[src/rtl/run_ctrl_pkg.sv]
// Shared definitions for the run controller: FSM states, the program
// start-address table and the default watchdog limit.
package run_ctrl_pkg;

  typedef enum logic [1:0] {
    ST_IDLE     = 2'd0,
    ST_CORE_RST = 2'd1,
    ST_RUN      = 2'd2,
    ST_FINISH   = 2'd3
  } state_t;

  // Upper bound on selectable programs; the table is stored at 32 bits and
  // truncated to the instantiating PC width.
  localparam int MAX_PROGS = 8;

  localparam int TIMEOUT_DEFAULT = 500000;

  localparam logic [31:0] PROG_START_PC [MAX_PROGS] = '{
    32'h000, 32'h040, 32'h100, 32'h180,
    32'h200, 32'h280, 32'h300, 32'h380
  };

  // Start address of a program; indices beyond the table map to address 0.
  function automatic logic [31:0] prog_start_pc(input logic [31:0] idx);
    logic [31:0] pc;
    pc = 32'h0;
    for (int i = 0; i < MAX_PROGS; i++) begin
      if (idx == 32'(i)) pc = PROG_START_PC[i];
    end
    return pc;
  endfunction

endpackage

[src/rtl/run_controller.sv]
// Sequences one bounded core run: latch a program, hold the core in reset,
// release it at the program's start PC, then count cycles until HALT or the
// watchdog ends the run. Every output comes straight from a flop.
import run_ctrl_pkg::*;

module run_controller #(
  parameter int NUM_PROGS      = 3,
  parameter int PC_W           = 10,
  parameter int CNT_W          = 20,
  parameter int RST_CYCLES     = 2,
  parameter int TIMEOUT_CYCLES = TIMEOUT_DEFAULT,
  localparam int SEL_W         = (NUM_PROGS > 1) ? $clog2(NUM_PROGS) : 1
) (
  input  logic             CLK,
  input  logic             RESET,
  input  logic             START,
  input  logic [SEL_W-1:0] PROG_SEL,
  input  logic             HALT,
  output logic             CORE_RESET,
  output logic             CORE_EN,
  output logic [PC_W-1:0]  START_PC,
  output logic             DONE,
  output logic             TIMEOUT,
  output logic             BAD_SEL,
  output logic [CNT_W-1:0] CYCLES
);

  localparam int RC_W = $clog2(RST_CYCLES + 1);
  localparam logic [RC_W-1:0]  RST_LOAD = RC_W'(RST_CYCLES - 1);
  localparam logic [CNT_W-1:0] CNT_MAX  = {CNT_W{1'b1}};
  localparam bit               WD_EN    = (TIMEOUT_CYCLES != 0);
  // Counter value during the cycle whose count reaches the watchdog limit.
  localparam logic [CNT_W-1:0] WD_LAST  = CNT_W'(TIMEOUT_CYCLES - 1);
  localparam logic [PC_W-1:0]  PC_RST   = PC_W'(prog_start_pc(32'd0));

  state_t            state_q, state_d;
  logic [SEL_W-1:0]  sel_q, sel_d;
  logic [RC_W-1:0]   rst_cnt_q, rst_cnt_d;
  logic [CNT_W-1:0]  cycles_q, cycles_d;
  logic              done_q, done_d;
  logic              timeout_q, timeout_d;
  logic              bad_sel_q, bad_sel_d;
  logic              core_reset_q, core_reset_d;
  logic              core_en_q, core_en_d;
  logic [PC_W-1:0]   start_pc_q, start_pc_d;
  logic              sel_valid;

  assign sel_valid = ({{(32-SEL_W){1'b0}}, PROG_SEL} < 32'(NUM_PROGS));

  // State and output registers; async reset returns to the idle picture.
  always_ff @(posedge CLK or posedge RESET) begin
    if (RESET) begin
      state_q      <= ST_IDLE;
      sel_q        <= '0;
      rst_cnt_q    <= '0;
      cycles_q     <= '0;
      done_q       <= 1'b0;
      timeout_q    <= 1'b0;
      bad_sel_q    <= 1'b0;
      core_reset_q <= 1'b1;
      core_en_q    <= 1'b0;
      start_pc_q   <= PC_RST;
    end else begin
      state_q      <= state_d;
      sel_q        <= sel_d;
      rst_cnt_q    <= rst_cnt_d;
      cycles_q     <= cycles_d;
      done_q       <= done_d;
      timeout_q    <= timeout_d;
      bad_sel_q    <= bad_sel_d;
      core_reset_q <= core_reset_d;
      core_en_q    <= core_en_d;
      start_pc_q   <= start_pc_d;
    end
  end

  // Next-state logic; the core controls are decoded from the next state so
  // they line up with the state they describe.
  always_comb begin
    state_d   = state_q;
    sel_d     = sel_q;
    rst_cnt_d = rst_cnt_q;
    cycles_d  = cycles_q;
    done_d    = done_q;
    timeout_d = timeout_q;
    bad_sel_d = 1'b0;

    case (state_q)
      ST_IDLE, ST_FINISH: begin
        if (START) begin
          if (sel_valid) begin
            state_d   = ST_CORE_RST;
            sel_d     = PROG_SEL;
            rst_cnt_d = RST_LOAD;
            cycles_d  = '0;
            done_d    = 1'b0;
            timeout_d = 1'b0;
          end else begin
            bad_sel_d = 1'b1;
          end
        end
      end
      ST_CORE_RST: begin
        if (rst_cnt_q == '0) begin
          state_d = ST_RUN;
        end else begin
          rst_cnt_d = rst_cnt_q - RC_W'(1);
        end
      end
      ST_RUN: begin
        if (cycles_q != CNT_MAX) cycles_d = cycles_q + CNT_W'(1);
        // HALT takes priority so a program finishing on the watchdog cycle
        // is still reported as a clean halt.
        if (HALT) begin
          state_d   = ST_FINISH;
          done_d    = 1'b1;
          timeout_d = 1'b0;
        end else if (WD_EN && (cycles_q == WD_LAST)) begin
          state_d   = ST_FINISH;
          done_d    = 1'b1;
          timeout_d = 1'b1;
        end
      end
      default: state_d = ST_IDLE;
    endcase

    core_reset_d = (state_d == ST_IDLE) || (state_d == ST_CORE_RST);
    core_en_d    = (state_d == ST_RUN);
    start_pc_d   = PC_W'(prog_start_pc(32'(sel_d)));
  end

  assign CORE_RESET = core_reset_q;
  assign CORE_EN    = core_en_q;
  assign START_PC   = start_pc_q;
  assign DONE       = done_q;
  assign TIMEOUT    = timeout_q;
  assign BAD_SEL    = bad_sel_q;
  assign CYCLES     = cycles_q;

endmodule

[config.mk]
export PLATFORM = sky130hd
export DESIGN_NAME = run_controller
export DESIGN_NICKNAME = d
export VERILOG_FILES = /design/src/rtl/run_ctrl_pkg.sv /design/src/rtl/run_controller.sv
export SDC_FILE = /design/constraint.sdc
export NUM_CORES = 1
export LEC_CHECK = 0
export ABC_AREA = 1
export BUFFER_PORTS_ARGS = -buffer_cell sky130_fd_sc_hd__buf_2
export CAP_MARGIN = 5
export CORE_AREA = 2 2 84 70
export CTS_CLUSTER_DIAMETER = 40
export DETAILED_ROUTE_END_ITERATION = 6
export DIE_AREA = 0 0 86 72
export HOLD_SLACK_MARGIN = 0.05
export PLACE_DENSITY_LB_ADDON = 0.08
export SETUP_SLACK_MARGIN = 0.5
export SLEW_MARGIN = 20
export SYNTH_ARGS = -nofsm -noshare
export SYNTH_HDL_FRONTEND = slang
export SYNTH_SLANG_ARGS = --single-unit
[constraint.sdc]
create_clock -name CLK -period 1.95 [get_ports CLK]
set_input_delay 0.0975 -clock CLK [delete_from_list [all_inputs] [get_ports CLK]]
set_output_delay 0.0975 -clock CLK [all_outputs]
set_load 0.02 [all_outputs]
==> run_results.csv <==
group,metric,value,unit
sta,finalCriticalPeriod,1.57,ns
place,placed_cells,367,
sta,fin_tns_setup,0,ns
sta,fin_hold_ws,0.113,ns
die,start_util,39.2,%
yosys,syn_avg_cell_area,7.63,sq um
yosys,synth_edf_count,0,
clock_network,cts_tree,"built",
routing,ant_nets,0,
cells_and_area,final_area,2840,sq um
sta,rsz0062_at_grt,"yes",
global_route,grt_max_degree,35,
clock_network,clkTransAtPathRegs,0.07,ns
sta,fin_crit_sh,80.4,%
routing,avgViaCountPerCell,4.74,
min_path,min-delay-start,"PROG_SEL[1]",
global_route,grt_pass1_wl,8850,microns
pwr,p_int,2.01,mW
pwr,power_switching,1.43,mW
worst_setup_path,cp-startpoint,"state_q[0]$_DFF_PP0_",
clock_network,clk_path_buf_depth,2,
die,die-area,6190,sq um
place,io_buffer_count,33,
yosys,postSynth.asyncResetShare,100,%
die,rows,24,
sta,final-setup-viol-count,0,
global_route,antenna_found_initial,0,
sta,hold_viol,0,
clock_network,cts_sinks,34,
pwr,leakage,1.33,nW
pwr,peakVddDrop,0.000477,V
yosys,ys_seq_area_share,40.9,%
global_route,track_usage,18.6,%
yosys,syn_area,2080,sq um
sta,drv_slew,0,
sta,max_freq,0.638,GHz
pwr,power_frac_clock,16.1,%
sta,layout_setup_ws,0.382,ns
worst_setup_path,path_class,"flip-flop to flip-flop",
pwr,p_seq_share,26.1,%
cells_and_area,n_antenna_cell,0,
place,place.gp.congestion,0.820,
place,dpl_cell_area,2320,sq um
die,die_y,72,microns
yosys,synth_seq_cells,34,
clock_network,clk_latency,0.29,ns
yosys,synth-main-ff-cell,"dfrtp_1",
yosys,synth.top_cell.area_share,39.7,%
outcome,status,"complete, no violations",
clock_network,cts_made_buffers,5,
worst_setup_path,slowest_delay,0.40,ns
pwr,switching_share,41.6,%
run,drv_cap,0,
place,pre_cts_ws,0.165,ns
worst_setup_path,cp_data_required_time,2.14,ns
clock_network,htreeDepth,2,
cells_and_area,drive_gt1_share,41.9,%
pwr,combPwrFrac,57.7,%
cells_and_area,nNetsFinal,343,
routing,routed_wl,5340,microns
min_path,hold_class,"input pin to flip-flop",
yosys,synth_cell_type_count,33,
worst_setup_path,crit_fanout,6,
cells_and_area,finalNonFillerCells,399,
worst_setup_path,crit_arrival,1.75,ns
worst_setup_path,crit_slowest_cell,"dfrtp_1",
global_route,overflow,0,
routing,firstDrtPassIters,4,
sta,skew,0.00596,ns
die,core_area,5320,sq um
place,place_hpwl,3530,microns
cells_and_area,areaGrowthSynthToFinish,36.6,%
die,die_w,86,microns
clock_network,cts-root-buf,"clkbuf_8",
routing,remaining_drc_errors,0,
worst_setup_path,r2r-start,"state_q[0]$_DFF_PP0_",
worst_setup_path,cp_num_buf_inv,4,
worst_setup_path,start_kind,"flip-flop",
worst_setup_path,path_common_cell,"a21oi_4",
pwr,power_density,1210,nW/um^2
die,io_pins,41,
global_route,grt_pass1_vias,1790,
routing,dr.first_iter.drc_count,68,
yosys,synthCells,273,
worst_setup_path,cp-end-kind,"flip-flop",
worst_setup_path,crit_family,"buffers and inverters",
yosys,synth_area_leaders,"dfrtp_1 40%, nand2_1 14%, nor2_1 6.5%",
routing,post_drt_wl_per_cell,13.4,microns
yosys,yosys_warnings,0,
routing,vias,1890,
cells_and_area,n_fill_cell,508,
yosys,synth.largest_area_cell,"dfrtp_1",
worst_setup_path,worstPathCellList,"inv_2, ha_4, inv_6, a21oi_4, a21oi_4, buf_12, nand2_8, buf_4, nor2_4, a21oi_2",
-- synthesized netlist by cell type, types with 2 or more instances --
| cell type | count |
|---|---|
| a21oi_1 | 4 |
| buf_2 | 2 |
| buf_4 | 7 |
| buf_6 | 2 |
| dfrtp_1 | 33 |
| ha_1 | 4 |
| inv_1 | 29 |
| inv_2 | 4 |
| nand2_1 | 77 |
| nand2_2 | 4 |
| nand3_1 | 12 |
| nand3_2 | 3 |
| nor2_1 | 36 |
| nor3_1 | 10 |
| nor3_4 | 2 |
| o21ai_0 | 10 |
| o21ai_1 | 3 |
| o21ai_2 | 4 |
| xnor2_1 | 2 |
| xor2_1 | 12 |
-- area by class of cell --
class,instances,area [sq um],area share (%)
tap,65,81.3,2.86
sequential,34,863,30.4
multi-input combinational,200,1260,44.2
clock buffer,6,82.6,2.90
clock inverter,2,12.5,0.440
timing repair buffer,57,392,13.8
inverter,35,155,5.46
-- cell usage in the layout (no fill, tap or decap), types with 3 or more instances in the layout --
cell,netlist,layout
nor3_2,0,3
nor2_2,0,5
nand2_2,4,15
nand2_1,77,63
ha_4,0,3
clkbuf_8,0,6
nor2_4,1,4
xor2_1,12,12
inv_2,4,6
nand3_1,12,12
buf_12,0,3
dfrtp_1,33,24
nor3_1,10,7
buf_2,2,33
o21ai_2,4,10
nand2_4,1,3
nand3_4,1,3
conb_1,1,7
dfrtp_2,0,9
buf_4,7,18
nor2_1,36,28
inv_1,29,24
o21ai_1,3,5
-- worst reg2reg max path: cells and delay by family (launching register included) --
kind,cells,cell delay [ns]
adders and majority gates,1,0.22
and+or+nand+nor,2,0.16
DFF,1,0.40
AOI/OAI and AO/OA,3,0.23
buffers and inverters,4,0.46
-- per-stage QoR --
stage / util (%) / power, mW
after global placement: 43.6 / 1.95
final: 53.5 / 3.44
after CTS: 50.8 / 3.22
after global routing: 53.5 / 3.66
after floorplan: - / 1.77
after detailed placement: 43.6 / 1.95
-- logic make-up (layout without fill, tap and decap cells) --
family / count (synthesis) / in the layout / share of synthesized area [%]
and+or+nand+nor: 149 / 150 / 32.5
buffers and inverters: 46 / 100 / 10.6
DFF: 34 / 34 / 40.9
AOI/OAI and AO/OA: 25 / 25 / 7.57
xor gates and xnor gates: 14 / 14 / 5.89
adders and majority gates: 4 / 4 / 2.40
other: 1 / 7 / 0.180
-- what timing repair did --
action / CTS / global route
setup buffers: 17 / 4
cloned: 1 / 0
resized for setup: 33 / 37
endpoints found under the hold margin: 34 / 0
endpoints found under the setup margin: 26 / 31
hold buffers: 2 / 0
pin swaps: 11 / 7
-- path summary, 6_finish.rpt --
check                                                 to  slack [ns]  cells after the start
worst min-delay path               START_PC[8]$_DFF_PP0_        0.11                      3
min in group asynchronous         CYCLES[16]$_DFFE_PP0P_        0.44                      4
worst min register to register  rst_cnt_q[0]$_DFFE_PP0P_        0.47                      2
worst max register to register     CYCLES[3]$_DFFE_PP0P_        0.38                     10
worst max-delay path               CYCLES[3]$_DFFE_PP0P_        0.38                     10
max in group asynchronous          CYCLES[5]$_DFFE_PP0P_        1.17                      4
-- state kept, by name, summed over array words and instances (netlist names) --
register,flops
BAD_SEL,1
CORE_EN,1
CORE_RESET,1
CYCLES,20
DONE,1
START_PC,3
TIMEOUT,1
rst_cnt_q,2
sel_q,2
state_q,2
-- routing by layer --
layer,track usage [%],wire length (microns)
met1,28.0,2770
met2,26.7,2260
met3,3.41,233
met4,6.88,78
met5,0,0
-- power by group through the flow --
stage          Clock, mW  Sequential (mW)  Combinational [mW]
2_1_floorplan          0            0.983               0.786
3_3_place_gp           0            0.907                1.05
3_5_place_dp           0            0.914                1.04
4_1_cts            0.576            0.894                1.75
5_1_grt            0.602            0.915                2.15
6_report           0.555            0.899                1.98
(Power assumes the default switching activity.)
